## src/rtl/flocra_intr_pkg.sv

```systemverilog
// ---------------------------------------------------------------------------
// flocra_intr_pkg : register map, response codes and channel FSM states
// Rev 1.0
// ---------------------------------------------------------------------------
`default_nettype none

package flocra_intr_pkg;

  localparam logic [7:0] ADDR_GIER = 8'h00;
  localparam logic [7:0] ADDR_IER  = 8'h04;
  localparam logic [7:0] ADDR_ISR  = 8'h08;
  localparam logic [7:0] ADDR_IAR  = 8'h0C;
  localparam logic [7:0] ADDR_IPR  = 8'h10;

  localparam logic [1:0] RESP_OKAY   = 2'b00;
  localparam logic [1:0] RESP_SLVERR = 2'b10;

  typedef enum logic {W_IDLE, W_RESP} wr_state_e;
  typedef enum logic {R_IDLE, R_DATA} rd_state_e;

  typedef enum logic [2:0] {
    REG_GIER, REG_IER, REG_ISR, REG_IAR, REG_IPR, REG_NONE
  } reg_e;

  // Byte address to register select; the two low address bits are ignored.
  function automatic reg_e decode_addr(input logic [31:0] byte_addr);
    logic [31:0] word;
    word = byte_addr & 32'hFFFF_FFFC;
    case (word)
      32'(ADDR_GIER): return REG_GIER;
      32'(ADDR_IER):  return REG_IER;
      32'(ADDR_ISR):  return REG_ISR;
      32'(ADDR_IAR):  return REG_IAR;
      32'(ADDR_IPR):  return REG_IPR;
      default:        return REG_NONE;
    endcase
  endfunction

endpackage

`default_nettype wire

```

## src/rtl/flocra_intr_core.sv

```systemverilog
// ---------------------------------------------------------------------------
// flocra_intr_core : edge capture, GIER/IER/ISR storage and registered irq
// Rev 1.0
// ---------------------------------------------------------------------------
`default_nettype none

module flocra_intr_core
  import flocra_intr_pkg::*;
#(
  parameter int C_NUM_OF_INTR      = 1,
  parameter int C_IRQ_ACTIVE_STATE = 1
) (
  input  logic                     clk_i,
  input  logic                     rst_ni,
  input  logic [C_NUM_OF_INTR-1:0] intr_src_i,
  input  logic                     wr_en_i,
  input  reg_e                     wr_sel_i,
  input  logic [31:0]              wr_data_i,
  input  logic [3:0]               wr_strb_i,
  output logic                     gier_o,
  output logic [C_NUM_OF_INTR-1:0] ier_o,
  output logic [C_NUM_OF_INTR-1:0] isr_o,
  output logic                     irq_o
);

  localparam logic IRQ_ACT = 1'(C_IRQ_ACTIVE_STATE);
  localparam int   N       = C_NUM_OF_INTR;

  logic         gier_q, gier_d;
  logic [N-1:0] ier_q, ier_d;
  logic [N-1:0] isr_q, isr_d;
  logic [N-1:0] src_dly_q;
  logic         irq_q, irq_d;
  logic [31:0]  bmask;
  logic [N-1:0] clr;
  logic         unused_wdata;

  assign bmask = {{8{wr_strb_i[3]}}, {8{wr_strb_i[2]}},
                  {8{wr_strb_i[1]}}, {8{wr_strb_i[0]}}};
  assign unused_wdata = ^{wr_data_i, bmask};

  always_comb begin
    gier_d = gier_q;
    ier_d  = ier_q;
    clr    = '0;
    if (wr_en_i) begin
      case (wr_sel_i)
        REG_GIER: if (wr_strb_i[0]) gier_d = wr_data_i[0];
        REG_IER:  ier_d = (ier_q & ~bmask[N-1:0]) | (wr_data_i[N-1:0] & bmask[N-1:0]);
        REG_IAR:  clr = wr_data_i[N-1:0] & bmask[N-1:0];
        default:  ;
      endcase
    end
    // A new rising edge overrides a same-cycle acknowledge of that bit.
    isr_d = (isr_q & ~clr) | (intr_src_i & ~src_dly_q);
    irq_d = (gier_q && |(isr_q & ier_q)) ? IRQ_ACT : ~IRQ_ACT;
  end

  always_ff @(posedge clk_i or negedge rst_ni) begin
    if (!rst_ni) begin
      gier_q    <= 1'b0;
      ier_q     <= '0;
      isr_q     <= '0;
      src_dly_q <= '0;
      irq_q     <= ~IRQ_ACT;
    end else begin
      gier_q    <= gier_d;
      ier_q     <= ier_d;
      isr_q     <= isr_d;
      src_dly_q <= intr_src_i;
      irq_q     <= irq_d;
    end
  end

  assign gier_o = gier_q;
  assign ier_o  = ier_q;
  assign isr_o  = isr_q;
  assign irq_o  = irq_q;

endmodule

`default_nettype wire

```

## src/rtl/flocra_axil_intr_slave.sv

```systemverilog
// ---------------------------------------------------------------------------
// flocra_axil_intr_slave : AXI4-Lite responder for the flocra interrupt block
// Rev 1.0
// ---------------------------------------------------------------------------
`default_nettype none

module flocra_axil_intr_slave
  import flocra_intr_pkg::*;
#(
  parameter int C_S_AXI_DATA_WIDTH = 32,
  parameter int C_S_AXI_ADDR_WIDTH = 5,
  parameter int C_NUM_OF_INTR      = 1,
  parameter int C_IRQ_ACTIVE_STATE = 1
) (
  input  logic                          s_axi_intr_aclk,
  input  logic                          s_axi_intr_aresetn,
  input  logic [C_S_AXI_ADDR_WIDTH-1:0] s_axi_intr_awaddr,
  input  logic [2:0]                    s_axi_intr_awprot,
  input  logic                          s_axi_intr_awvalid,
  output logic                          s_axi_intr_awready,
  input  logic [31:0]                   s_axi_intr_wdata,
  input  logic [3:0]                    s_axi_intr_wstrb,
  input  logic                          s_axi_intr_wvalid,
  output logic                          s_axi_intr_wready,
  output logic [1:0]                    s_axi_intr_bresp,
  output logic                          s_axi_intr_bvalid,
  input  logic                          s_axi_intr_bready,
  input  logic [C_S_AXI_ADDR_WIDTH-1:0] s_axi_intr_araddr,
  input  logic [2:0]                    s_axi_intr_arprot,
  input  logic                          s_axi_intr_arvalid,
  output logic                          s_axi_intr_arready,
  output logic [31:0]                   s_axi_intr_rdata,
  output logic [1:0]                    s_axi_intr_rresp,
  output logic                          s_axi_intr_rvalid,
  input  logic                          s_axi_intr_rready,
  input  logic [C_NUM_OF_INTR-1:0]      intr_src,
  output logic                          irq
);

  wr_state_e wr_state_q, wr_state_d;
  rd_state_e rd_state_q, rd_state_d;
  logic        awready_q, awready_d;
  logic        bvalid_q, bvalid_d;
  logic [1:0]  bresp_q, bresp_d;
  logic        arready_q, arready_d;
  logic        rvalid_q, rvalid_d;
  logic [1:0]  rresp_q, rresp_d;
  logic [31:0] rdata_q, rdata_d;

  reg_e                     wr_sel, rd_sel;
  logic                     wr_en;
  logic [31:0]              rd_word;
  logic                     gier;
  logic [C_NUM_OF_INTR-1:0] ier, isr;
  logic                     unused_prot;

  assign unused_prot = ^{s_axi_intr_awprot, s_axi_intr_arprot};
  assign wr_sel = decode_addr(32'(s_axi_intr_awaddr));
  assign rd_sel = decode_addr(32'(s_axi_intr_araddr));

  // awready/wready are one registered pulse; the handshake edge commits the write.
  always_comb begin
    wr_state_d = wr_state_q;
    awready_d  = 1'b0;
    bvalid_d   = bvalid_q;
    bresp_d    = bresp_q;
    wr_en      = 1'b0;
    case (wr_state_q)
      W_IDLE: begin
        if (awready_q) begin
          wr_en      = (wr_sel != REG_NONE);
          bresp_d    = (wr_sel == REG_NONE) ? RESP_SLVERR : RESP_OKAY;
          bvalid_d   = 1'b1;
          wr_state_d = W_RESP;
        end else if (s_axi_intr_awvalid && s_axi_intr_wvalid) begin
          awready_d = 1'b1;
        end
      end
      W_RESP: begin
        if (s_axi_intr_bready) begin
          bvalid_d   = 1'b0;
          wr_state_d = W_IDLE;
        end
      end
      default: wr_state_d = W_IDLE;
    endcase
  end

  always_comb begin
    case (rd_sel)
      REG_GIER: rd_word = {31'b0, gier};
      REG_IER:  rd_word = 32'(ier);
      REG_ISR:  rd_word = 32'(isr);
      REG_IPR:  rd_word = 32'(isr & ier);
      default:  rd_word = '0;
    endcase
  end

  always_comb begin
    rd_state_d = rd_state_q;
    arready_d  = 1'b0;
    rvalid_d   = rvalid_q;
    rresp_d    = rresp_q;
    rdata_d    = rdata_q;
    case (rd_state_q)
      R_IDLE: begin
        if (arready_q) begin
          rdata_d    = rd_word;
          rresp_d    = (rd_sel == REG_NONE) ? RESP_SLVERR : RESP_OKAY;
          rvalid_d   = 1'b1;
          rd_state_d = R_DATA;
        end else if (s_axi_intr_arvalid) begin
          arready_d = 1'b1;
        end
      end
      R_DATA: begin
        if (s_axi_intr_rready) begin
          rvalid_d   = 1'b0;
          rd_state_d = R_IDLE;
        end
      end
      default: rd_state_d = R_IDLE;
    endcase
  end

  always_ff @(posedge s_axi_intr_aclk or negedge s_axi_intr_aresetn) begin
    if (!s_axi_intr_aresetn) begin
      wr_state_q <= W_IDLE;
      awready_q  <= 1'b0;
      bvalid_q   <= 1'b0;
      bresp_q    <= RESP_OKAY;
      rd_state_q <= R_IDLE;
      arready_q  <= 1'b0;
      rvalid_q   <= 1'b0;
      rresp_q    <= RESP_OKAY;
      rdata_q    <= '0;
    end else begin
      wr_state_q <= wr_state_d;
      awready_q  <= awready_d;
      bvalid_q   <= bvalid_d;
      bresp_q    <= bresp_d;
      rd_state_q <= rd_state_d;
      arready_q  <= arready_d;
      rvalid_q   <= rvalid_d;
      rresp_q    <= rresp_d;
      rdata_q    <= rdata_d;
    end
  end

  assign s_axi_intr_awready = awready_q;
  assign s_axi_intr_wready  = awready_q;
  assign s_axi_intr_bvalid  = bvalid_q;
  assign s_axi_intr_bresp   = bresp_q;
  assign s_axi_intr_arready = arready_q;
  assign s_axi_intr_rvalid  = rvalid_q;
  assign s_axi_intr_rresp   = rresp_q;
  assign s_axi_intr_rdata   = rdata_q;

  flocra_intr_core #(
    .C_NUM_OF_INTR      (C_NUM_OF_INTR),
    .C_IRQ_ACTIVE_STATE (C_IRQ_ACTIVE_STATE)
  ) u_core (
    .clk_i      (s_axi_intr_aclk),
    .rst_ni     (s_axi_intr_aresetn),
    .intr_src_i (intr_src),
    .wr_en_i    (wr_en),
    .wr_sel_i   (wr_sel),
    .wr_data_i  (s_axi_intr_wdata),
    .wr_strb_i  (s_axi_intr_wstrb),
    .gier_o     (gier),
    .ier_o      (ier),
    .isr_o      (isr),
    .irq_o      (irq)
  );

endmodule

`default_nettype wire
```

## config.mk

```make
export PLATFORM = sky130hd
export DESIGN_NAME = flocra_axil_intr_slave
export DESIGN_NICKNAME = d
export VERILOG_FILES = /design/src/rtl/flocra_intr_pkg.sv /design/src/rtl/flocra_intr_core.sv /design/src/rtl/flocra_axil_intr_slave.sv
export SDC_FILE = /design/constraint.sdc
export NUM_CORES = 1
export LEC_CHECK = 0
export ABC_AREA = 1
export BUFFER_PORTS_ARGS = -buffer_cell sky130_fd_sc_hd__buf_4
export CAP_MARGIN = 10
export CORE_MARGIN = 2
export CORE_UTILIZATION = 37
export CTS_BUF_LIST = sky130_fd_sc_hd__clkbuf_2 sky130_fd_sc_hd__clkbuf_4 sky130_fd_sc_hd__clkbuf_8
export DETAILED_ROUTE_END_ITERATION = 6
export PLACE_DENSITY = 0.87
export SLEW_MARGIN = 10
export SYNTH_ARGS = -nofsm -noshare
export SYNTH_HDL_FRONTEND = slang
export SYNTH_HIERARCHICAL = 1
export SYNTH_SLANG_ARGS = --single-unit
```

## constraint.sdc

```tcl
create_clock -name s_axi_intr_aclk -period 1.5 [get_ports s_axi_intr_aclk]
set_input_delay 0.075 -clock s_axi_intr_aclk [delete_from_list [all_inputs] [get_ports s_axi_intr_aclk]]
set_output_delay 0.075 -clock s_axi_intr_aclk [all_outputs]
set_load 0.1 [all_outputs]
```

Word level (Yosys, flattened, before mapping):

Cells that the tools add are included.

* equality and inequality tests: 20
* mux-type cells: 28
* bitwise operators: 13
* reduce and logical (&&, ||, !) cells: 12

Operators with widths (number)
* zero test 32 bit: 2
* one-hot mux 3 bit (5 select lines): 2
* 2-to-1 mux 1 bit: 19
* equality test 3 x 2 -> 1 bit, second input constant: 6
* equality test 3 bit, second input constant: 5
* equality test 3 x 1 -> 1 bit, second input constant: 4
* AND reduction 2 bit: 5
* != test 2 bit, second input constant: 4
* one-hot mux 1 bit (2 select lines): 4
* AND 1 bit: 6
* zero test 3 bit: 2
* inverter 1 bit: 5
* 2-to-1 mux 2 bit: 2
* one-hot mux 1 bit (4 select lines): 1
* != test 3 bit, second input constant: 1
* AND reduction 3 bit: 1
* logical AND 1 bit: 2
* bitwise OR 1 bit: 2

* flip-flop bits (word level): 47
* input bits: 60
* output and inout port bits: 42
* word-level logic and storage cells: 87

Depth between registers and ports, before layout:

Gate-level depths: netlist (run 1).

* depth after elaboration: 9
* gate-level depth with buffers: 8
* gate-level depth less buffers: 8

By module:

The synthesis (run 1) kept the hierarchy.

Modules (own cells, without submodules)
* flocra_axil_intr_slave: instances 1, cells an instance 91, area an instance 676.9 sq um, seq. area each 225.2 sq um
* flocra_intr_core: instances 1, cells an instance 27, area an instance 220.2 sq um, seq. area each 125.1 sq um

Least setup slack after synthesis (run 1):

No wires, ideal clock.

* path type: register to register
* from: reg awready_q (netlist: s_axi_intr_awready)
* to: reg u_core.isr_q (netlist: u_core/isr_o)
* data arrival time: 1491 ps
* data required time: 1384 ps
* setup slack: -108 ps
* stages on the path, launching flop included: 8
* path buffers: 0
* period minus slack after synthesis: 1608 ps
* path through: dfrtp_1 nand2_1 nor2_1 nand2_1 nor2_2 nand2_1 nand2_1 nand2_1

* longest elaborated chain between the ends: 6

Ends and longest elaborated chain
* from (decl): line flocra_axil_intr_slave.sv:42 `logic awready_q, awready_d;`
* from (signal assigned): line flocra_axil_intr_slave.sv:139 `awready_q <= awready_d;`
* 2-to-1 mux 1 bit: line flocra_axil_intr_slave.sv:70 `if (awready_q) begin`
* 2-to-1 mux 1 bit: line flocra_axil_intr_slave.sv:68 `case (wr_state_q)`
* net wr_en: line flocra_axil_intr_slave.sv:51 `logic wr_en;`
* 2-to-1 mux 1 bit: line flocra_intr_core.sv:46 `if (wr_en_i) begin`
* inverter 1 bit: line flocra_intr_core.sv:55 `isr_d = (isr_q & ~clr) | (intr_src_i & ~src_dly_q);`
* AND 1 bit: line flocra_intr_core.sv:55
* bitwise OR 1 bit: line flocra_intr_core.sv:55
* net u_core.isr_d: line flocra_intr_core.sv:31 `logic [N-1:0] isr_q, isr_d;`
* to (signal assigned): line flocra_intr_core.sv:69 `isr_q <= isr_d;`
* to (decl): line flocra_intr_core.sv:31

The timed path passes the listed nets, and every way through them passes these cells.
A chain may end at the register's enable or synchronous reset.

Worst setup path after layout (run 1):

* from: reg awready_q (netlist: s_axi_intr_awready)
* to: out s_axi_intr_wready

RTL lines
* to (decl): line flocra_axil_intr_slave.sv:24 `output logic s_axi_intr_wready,`

No word-level cell between the ends.

==> flow_metrics.env, run 1 <==
export IMPL_rsz0062_at_grt="false"
export IMPL_place_gp_congestion=0.686
export IMPL_antennaDiodeCount=0
export IMPL_grt_pass1_vias=550
export IMPL_die_h_um=53.2
export IMPL_peakVddDrop_mv=0.907
export IMPL_net_switching_power_w=0.00116
export IMPL_grt_first_pass_wirelength_um=2260
export IMPL_final_setup_worst_slack_ps=427
export IMPL_row_count=17
export IMPL_syn_instance_count=118
export IMPL_cts_tree="done"
export IMPL_outcome="completed"
export IMPL_grt_overflow_total=0
export IMPL_cts_made_buffers=3
export IMPL_place_ws_ps=371
export IMPL_core_area_um2=2250
export IMPL_netlist_area_um2=897
export IMPL_cts_hold_buffers=4
export IMPL_antenna_found_initial=0
export IMPL_post_drt_wl_per_cell_um=8.30
export IMPL_layout_commonest_cell="conb_1"
export IMPL_reg2reg_to="u_core/isr_o"
export IMPL_area_growth_pct=17.3
export IMPL_nFillCells=244
export IMPL_arrival_ps=1000
export IMPL_vias=667
export IMPL_grt_max_degree=15
export IMPL_path_delay_family="flip-flops"
export IMPL_power_frac_seq=0.277
export IMPL_ff2ff_path_depth=7
export IMPL_hold_depth=3
export IMPL_ios=102
export IMPL_numClockSinks=14
export IMPL_combPwrFrac=0.590
export IMPL_drtIter0Drc=8
export IMPL_finalHoldViolCount=0
export IMPL_synth_distinct_cells=15
export IMPL_crit_chain="buf_4"
export IMPL_drtAntennaViolNets=0
export IMPL_vias_per_cell=3.81
export IMPL_post_cts_buffers=0
export IMPL_hold_path_end="s_axi_intr_awready"
export IMPL_drv_slew=0
export IMPL_post_cts_resized=0
export IMPL_dieArea_um2=2830
export IMPL_place_hpwl_um=1180
export IMPL_synth_avg_cell_area_um2=7.60
export IMPL_synth_seq_area_share=0.391
export IMPL_cpMaxStageDelayCell="dfrtp_2"
export IMPL_path_buf_inv=1
export IMPL_ys_warn_count=6
export IMPL_cp_start_kind="flip-flop"
export IMPL_clockBufferDepth=2
export IMPL_r2r_setup_slack_ps=440
export IMPL_hold_start="s_axi_intr_wvalid"
export IMPL_crit_required_ps=1420
export IMPL_portBuffers=24
export IMPL_end_kind="primary output"
export IMPL_cts_root_buffer="clkbuf_4"
export IMPL_swShare=0.594
export IMPL_nets=208
export IMPL_cpPeakStageDelay_ps=420
export IMPL_whs_ps=15.9
export IMPL_hp_class="input pin to flip-flop"
export IMPL_cellLeakagePower_nw=0.613
export IMPL_min_period_over_period=0.715
export IMPL_die_width_um=53.2
export IMPL_cap_violations=0
export IMPL_fmax_mhz=932
export IMPL_p_int_w=0.000796
export IMPL_drc=0
export IMPL_r2r_start="s_axi_intr_awready"
export IMPL_fin_skew_ps=3.03
export IMPL_cp_max_fo=6
export IMPL_start_util=0.398
export IMPL_tns_ps=0
export IMPL_final_cell_mix="conb_1 (33), nand2_1 (26), buf_4 (24)"
export IMPL_drive_above_1_share=0.224
export IMPL_finalSetupViolations=0
export IMPL_cellPowerDensity_nw_per_um2=1860
export IMPL_period_needed_ps=1070
export IMPL_critPathKind="flip-flop to primary output"
export IMPL_dr_pass1_iters=4
export IMPL_clk_pin_slew_ps=80
export IMPL_clk_insertion_delay_late_ps=270
export IMPL_ys_ff_latch=14
export IMPL_htreeDepth=1
export IMPL_grt_util_all_layers=0.113
export IMPL_wirelength_um=1450
export IMPL_clkPwrFrac=0.134
[per-stage QoR]
stage	utilization	total power [W]	cells	area (um^2)
floorplan	-	0.00158	150	1020
global placement	0.433	0.00168	167	976
detailed placement	0.433	0.00170	167	976
CTS	0.467	0.00198	175	1050
global route	0.467	0.00206	175	1050
finish	0.467	0.00196	175	1050
[worst max-delay path by stage]
stage	start	to	slack, ps	depth (start not counted)
6_report	s_axi_intr_awready	s_axi_intr_wready	430	1
5_1_grt	s_axi_intr_awready	u_core/gier_o	330	7
4_1_cts	s_axi_intr_awready	s_axi_intr_awready	420	1
3_5_place_dp	s_axi_intr_awaddr[3]	u_core/isr_o	370	9
3_3_place_gp	s_axi_intr_awaddr[3]	u_core/isr_o	390	9
2_1_floorplan	s_axi_intr_awready	u_core/isr_o	190	7
[power groups by stage]
stage,Sequential [W],Combinational (W),Clock (W)
floorplan,0.00101,0.000572,0
global placement,0.000545,0.00114,0
detailed placement,0.000553,0.00115,0
CTS,0.000544,0.00116,0.000273
global route,0.000558,0.00121,0.000295
finish,0.000542,0.00116,0.000262
[synthesized netlist by cell type (all sizes together)]
cell type | count | share of area
buf | 34 | 0.28
nand2 | 26 | 0.11
dfrtp | 14 | 0.39
nor2 | 14 | 0.067
inv | 13 | 0.054
o21ai | 6 | 0.033
a21oi | 4 | 0.022
nand3 | 2 | 0.011
and3 | 1 | 0.0070
clkbuf | 1 | 0.0042
conb | 1 | 0.0042
nand4 | 1 | 0.0070
nor3 | 1 | 0.0056
[cell families (layout without fill, tap and decap cells)]
| logic type | after synthesis | in the layout | synth area share |
|---|---|---|---|
| AO/OA/AOI/OAI | 10 | 10 | 0.0558 |
| buffers and inverters | 48 | 45 | 0.343 |
| other | 1 | 33 | 0.00418 |
| flip-flops | 14 | 14 | 0.391 |
| AND/OR/NAND/NOR | 45 | 45 | 0.206 |
[sequential cells by signal, summed over array words and instances, names as in the netlist, named ones only]
register	count
rd_state_q	1
s_axi_intr_arready	1
s_axi_intr_awready	1
s_axi_intr_bresp	1
s_axi_intr_bvalid	1
s_axi_intr_rdata	1
s_axi_intr_rresp	1
s_axi_intr_rvalid	1
u_core/gier_o	1
u_core/irq_o	1
u_core/isr_o	1
u_core/src_dly_q	1
wr_state_q	1
[per-layer routing]
| metal | global-route usage | routed length (um) |
|---|---|---|
| met1 | 0.133 | 602 |
| met2 | 0.177 | 693 |
| met3 | 0.0282 | 134 |
| met4 | 0.0769 | 22 |
| met5 | 0 | 0 |
[area by class of cell]
| class | instances | area [um^2] | area share |
|---|---|---|---|
| well taps | 28 | 35.0 | 0.0333 |
| inverters | 13 | 48.8 | 0.0464 |
| flip-flops and latches | 14 | 353 | 0.335 |
| clock buffers | 4 | 36.3 | 0.0345 |
| multi-input cells | 88 | 359 | 0.341 |
| repair buffers | 28 | 220 | 0.209 |
Power figures use the tool's default switching activity.
==> run 2: changes to the inputs <==
--- a/config.mk
+++ b/config.mk
@@ -9,10 +9,10 @@
 export BUFFER_PORTS_ARGS = -buffer_cell sky130_fd_sc_hd__buf_4
 export CAP_MARGIN = 10
 export CORE_MARGIN = 2
-export CORE_UTILIZATION = 37
+export CORE_UTILIZATION = 34
 export CTS_BUF_LIST = sky130_fd_sc_hd__clkbuf_2 sky130_fd_sc_hd__clkbuf_4 sky130_fd_sc_hd__clkbuf_8
 export DETAILED_ROUTE_END_ITERATION = 6
-export PLACE_DENSITY = 0.87
+export PLACE_DENSITY = 0.81
 export SLEW_MARGIN = 10
 export SYNTH_ARGS = -nofsm -noshare
 export SYNTH_HDL_FRONTEND = slang
==> constraint.sdc (replaced) <==
create_clock -name s_axi_intr_aclk -period 1.05 [get_ports s_axi_intr_aclk]
set_input_delay 0.0525 -clock s_axi_intr_aclk [delete_from_list [all_inputs] [get_ports s_axi_intr_aclk]]
set_output_delay 0.0525 -clock s_axi_intr_aclk [all_outputs]
set_load 0.1 [all_outputs]
==> flow_metrics.env, run 2 (synthesis gave the netlist of run 1 again) <==
export IMPL_outcome="complete, but fails checks"
export IMPL_failed_checks="negative setup slack"
export IMPL_finalSetupViolations=3
export IMPL_rsz0062_at_grt="true"
export IMPL_drtIter0Drc=9
export IMPL_cts_made_buffers=3
export IMPL_cellPowerDensity_nw_per_um2=2460
export IMPL_critPathKind="flip-flop to primary output"
export IMPL_placed_area_um2=1010
export IMPL_drv_slew=0
export IMPL_grt_pass1_vias=574
export IMPL_post_drt_wl_per_cell_um=8.85
export IMPL_place_hpwl_um=1180
export IMPL_final_setup_worst_slack_ps=-60.6
export IMPL_combPwrFrac=0.598
export IMPL_antenna_found_initial=0
export IMPL_cts_tree="done"
export IMPL_power_frac_seq=0.272
export IMPL_cp_max_fo=3
export IMPL_start_util=0.359
export IMPL_p_int_w=0.00124
export IMPL_ff2ff_path_depth=4
export IMPL_peakVddDrop_mv=1.57
export IMPL_fin_skew_ps=4.16
export IMPL_portBuffers=24
export IMPL_dr_pass1_iters=3
export IMPL_clk_pin_slew_ps=90
export IMPL_antennaDiodeCount=0
export IMPL_finish_utilization=0.479
export IMPL_place_gp_congestion=0.744
export IMPL_cellLeakagePower_nw=0.656
export IMPL_dieArea_um2=3070
export IMPL_cp_start_kind="flip-flop"
export IMPL_min_period_over_period=1.06
export IMPL_wirelength_um=1630
export IMPL_final_seq_area_um2=364
export IMPL_drc=0
export IMPL_vias=712
export IMPL_row_count=18
export IMPL_net_switching_power_w=0.00171
export IMPL_drtAntennaViolNets=0
export IMPL_cap_violations=0
export IMPL_crit_required_ps=1000
export IMPL_clk_insertion_delay_late_ps=280
export IMPL_end_kind="primary output"
export IMPL_fmax_mhz=900
export IMPL_core_area_um2=2500
export IMPL_finalPower_w=0.00295
export IMPL_nFillCells=238
export IMPL_layout_commonest_cell="conb_1"
export IMPL_finalHoldViolCount=0
export IMPL_die_h_um=55.4
export IMPL_clkPwrFrac=0.130
export IMPL_period_needed_ps=1110
export IMPL_clockBufferDepth=2
export IMPL_vias_per_cell=3.87
export IMPL_cts_root_buffer="clkbuf_4"
export IMPL_area_growth_pct=33.5
export IMPL_final_area_um2=1200
export IMPL_hold_depth=3
export IMPL_grt_max_degree=15
export IMPL_drive_above_1_share=0.325
export IMPL_arrival_ps=1060
export IMPL_swShare=0.581
export IMPL_nets=215
export IMPL_multi_input_area_um2=389
export IMPL_grt_overflow_total=0
export IMPL_hp_class="input pin to flip-flop"
export IMPL_final_cell_mix="conb_1 (33), nand2_1 (25), buf_4 (24)"
export IMPL_die_width_um=55.4
export IMPL_grt_util_all_layers=0.105
export IMPL_numClockSinks=14
export IMPL_grt_first_pass_wirelength_um=2520
export IMPL_htreeDepth=1
export IMPL_ios=102
-- run 2: changes by cell type in the layout (fill, tap and decap cells not counted), moves of 2 or more --
cell           previous run  this run
dfrtp_1                  12         7
buf_12                    0         3
dfrtp_2                   2         5
dlygate4sd3_1             4         7
a21oi_1                   4         2
a21oi_2                   0         2
dfrtp_4                   0         2
inv_1                    13        11
inv_2                     0         2
nand3_1                   2         0
nand3_2                   0         2
-- run 2: worst max-delay path, cell delays in order, from the launching register on --
cell and delay [ps]:
dfrtp_4 490, buf_6 140, buf_12 160
-- run 2: what timing repair did --
item / in CTS / in global routing
setup endpoints to repair: 3 / 10
pin swaps: 0 / 3
endpoints found under the hold margin: 21 / 1
resized for setup: 11 / 8
setup buffers: 1 / 0
hold buffers: 6 / 1
-- run 2: path summary, 6_finish.rpt --
kind | slack, ps | end | start
max in group asynchronous | 700 | s_axi_intr_awready | s_axi_intr_aresetn
max | -60 | s_axi_intr_awready | s_axi_intr_awready
min reg2reg | 480 | u_core/isr_o | u_core/src_dly_q
min | 50 | u_core/gier_o | s_axi_intr_wdata[0]
min in group asynchronous | 160 | u_core/gier_o | s_axi_intr_aresetn
max reg2reg | 0 | s_axi_intr_bvalid | s_axi_intr_awready
-- run 2: final cells by class --
| class | count | share of cell area |
|---|---|---|
| Inverter | 13 | 0.0408 |
| Multi-Input combinational cell | 88 | 0.325 |
| Timing Repair Buffer | 35 | 0.269 |
| Sequential cell | 14 | 0.304 |
| Tap cell | 30 | 0.0313 |
| Clock buffer | 4 | 0.0303 |
-- run 2: power groups by stage --
stage / logic, W / registers (W) / clock network, W
after CTS: 0.00172 / 0.000798 / 0.000401
after detailed placement: 0.00166 / 0.000804 / 0
after global placement: 0.00164 / 0.000798 / 0
final: 0.00176 / 0.000802 / 0.000383
after floorplan: 0.000817 / 0.00146 / 0
after global routing: 0.00183 / 0.000825 / 0.000441
-- run 2: per-stage QoR --
step	setup TNS [ps]	std cells	hold WS [ps]	setup WS (ps)
final	-122	184	45.7	-60.6
after global routing	-482	184	43.5	-110
after CTS	-152	183	5.38	-75.9
after detailed placement	0	172	-81.2	10.3
after global placement	0	172	-89.7	25.2
after floorplan	-479	150	-243	-152
-- run 2: metal layers --
layer  track usage  share of wire  vias to the layer above
met5             0              0                        -
met4        0.0209         0.0043                        0
met3        0.0562          0.089                        2
met2         0.158           0.47                       38
met1         0.133           0.44                      309
li1              -              -                      363
==> run 3: changes to the inputs <==
--- a/config.mk
+++ b/config.mk
@@ -13,6 +13,7 @@
 export CTS_BUF_LIST = sky130_fd_sc_hd__clkbuf_2 sky130_fd_sc_hd__clkbuf_4 sky130_fd_sc_hd__clkbuf_8
 export DETAILED_ROUTE_END_ITERATION = 6
 export PLACE_DENSITY = 0.81
+export SKIP_CTS_REPAIR_TIMING = 1
 export SLEW_MARGIN = 10
 export SYNTH_ARGS = -nofsm -noshare
 export SYNTH_HDL_FRONTEND = slang
==> flow_metrics.env, run 3 (synthesis gave the netlist of run 1 again) <==
export IMPL_core_area_um2=2500
export IMPL_finalSetupViolations=2
export IMPL_final_instance_count_excl_fill=183
export IMPL_drtAntennaViolNets=0
export IMPL_die_h_um=55.4
export IMPL_r2r_start="s_axi_intr_awready"
export IMPL_multi_input_area_um2=369
export IMPL_dieArea_um2=3070
export IMPL_clockBufferDepth=2
export IMPL_critPathKind="flip-flop to primary output"
export IMPL_end_kind="primary output"
export IMPL_grt_first_pass_wirelength_um=2340
export IMPL_place_hpwl_um=1180
export IMPL_r2r_setup_slack_ps=40
export IMPL_dp_cells=172
export IMPL_final_seq_area_um2=364
export IMPL_arrival_ps=1060
export IMPL_drive_above_1_share=0.294
export IMPL_fin_skew_ps=1.34
export IMPL_grt_pass1_vias=539
export IMPL_fmax_mhz=896
export IMPL_outcome="complete, but fails checks"
export IMPL_place_gp_congestion=0.744
export IMPL_cts_made_buffers=3
export IMPL_numClockSinks=14
export IMPL_start_util=0.359
export IMPL_grt_util_all_layers=0.0974
export IMPL_grt_overflow_total=0
export IMPL_row_count=18
export IMPL_nets=214
export IMPL_drtIter0Drc=6
export IMPL_die_width_um=55.4
export IMPL_placed_area_um2=1010
export IMPL_hold_path_end="u_core/gier_o"
export IMPL_ios=102
export IMPL_final_cell_mix="conb_1 (33), nand2_1 (26), buf_4 (23)"
export IMPL_hp_class="input pin to flip-flop"
export IMPL_ff2ff_path_depth=7
export IMPL_cellLeakagePower_nw=0.643
export IMPL_antenna_found_initial=0
export IMPL_cts_tree="done"
export IMPL_min_period_over_period=1.06
export IMPL_failed_checks="negative setup slack"
export IMPL_drc=0
export IMPL_grt_max_degree=15
export IMPL_htreeDepth=1
export IMPL_area_growth_pct=30.4
export IMPL_period_needed_ps=1120
export IMPL_final_area_um2=1170
export IMPL_layout_commonest_cell="conb_1"
export IMPL_cp_start_kind="flip-flop"
export IMPL_dr_pass1_iters=4
export IMPL_antennaDiodeCount=0
export IMPL_cap_violations=0
export IMPL_cts_root_buffer="clkbuf_4"
export IMPL_finish_utilization=0.468
export IMPL_post_drt_wl_per_cell_um=8.45
export IMPL_clk_insertion_delay_late_ps=270
export IMPL_crit_required_ps=1000
export IMPL_peakVddDrop_mv=1.56
export IMPL_place_ws_ps=10.3
export IMPL_cp_max_fo=5
export IMPL_vias=700
export IMPL_rsz0062_at_grt="true"
export IMPL_cellPowerDensity_nw_per_um2=2480
export IMPL_drv_slew=0
export IMPL_hold_depth=3
export IMPL_clk_pin_slew_ps=80
export IMPL_vias_per_cell=3.83
export IMPL_nFillCells=244
export IMPL_final_setup_worst_slack_ps=-65.5
export IMPL_wirelength_um=1550
export IMPL_hold_start="s_axi_intr_wdata[0]"
export IMPL_portBuffers=24
export IMPL_finalHoldViolCount=0
-- run 3: how the worst max path moves through the flow --
| stage | startpoint | slack (ps) | cells after the start | end |
|---|---|---|---|---|
| floorplan | s_axi_intr_awready | -150 | 7 | flip-flop |
| global route | s_axi_intr_awready | -120 | 2 | s_axi_intr_awready |
| CTS | s_axi_intr_awready | -160 | 2 | s_axi_intr_awready |
| global placement | s_axi_intr_awaddr[3] | 30 | 10 | flip-flop |
| finish | s_axi_intr_awready | -70 | 2 | s_axi_intr_awready |
| detailed placement | s_axi_intr_awaddr[3] | 10 | 10 | flip-flop |
-- run 3: critical path, cell delays in order (launching register included) --
cell and delay, ps:
dfrtp_4 490, buf_6 140, buf_12 160
-- run 3: routing by layer --
metal,GRT usage,part of all wire,vias to the layer above
li1,-,-,362
met1,0.127,0.43,296
met2,0.138,0.46,40
met3,0.0585,0.099,2
met4,0.0209,0.0045,0
met5,0,0,-
-- run 3: power by group --
group          internal (W)  switching [W]
Sequential         0.000694       0.000102
Clock              0.000211       0.000167
Combinational      0.000317        0.00141
Total               0.00122        0.00168
-- run 3: final cells by class --
cell class                      instances  area share
Clock buffer                            4      0.0310
Inverter                               13      0.0417
Multi-Input combinational cell         88       0.316
Sequential cell                        14       0.311
Tap cell                               30      0.0321
Timing Repair Buffer                   34       0.268
-- run 3: per-stage QoR --
| stage | hold slack (ps) | TNS (ps) | total power (W) |
|---|---|---|---|
| 4_1_cts | -392 | -342 | 0.00285 |
| 5_1_grt | 43.5 | -407 | 0.00306 |
| 2_1_floorplan | -243 | -479 | 0.00228 |
| 3_3_place_gp | -89.7 | 0 | 0.00244 |
| 6_report | 49.6 | -129 | 0.00290 |
| 3_5_place_dp | -81.2 | 0 | 0.00246 |
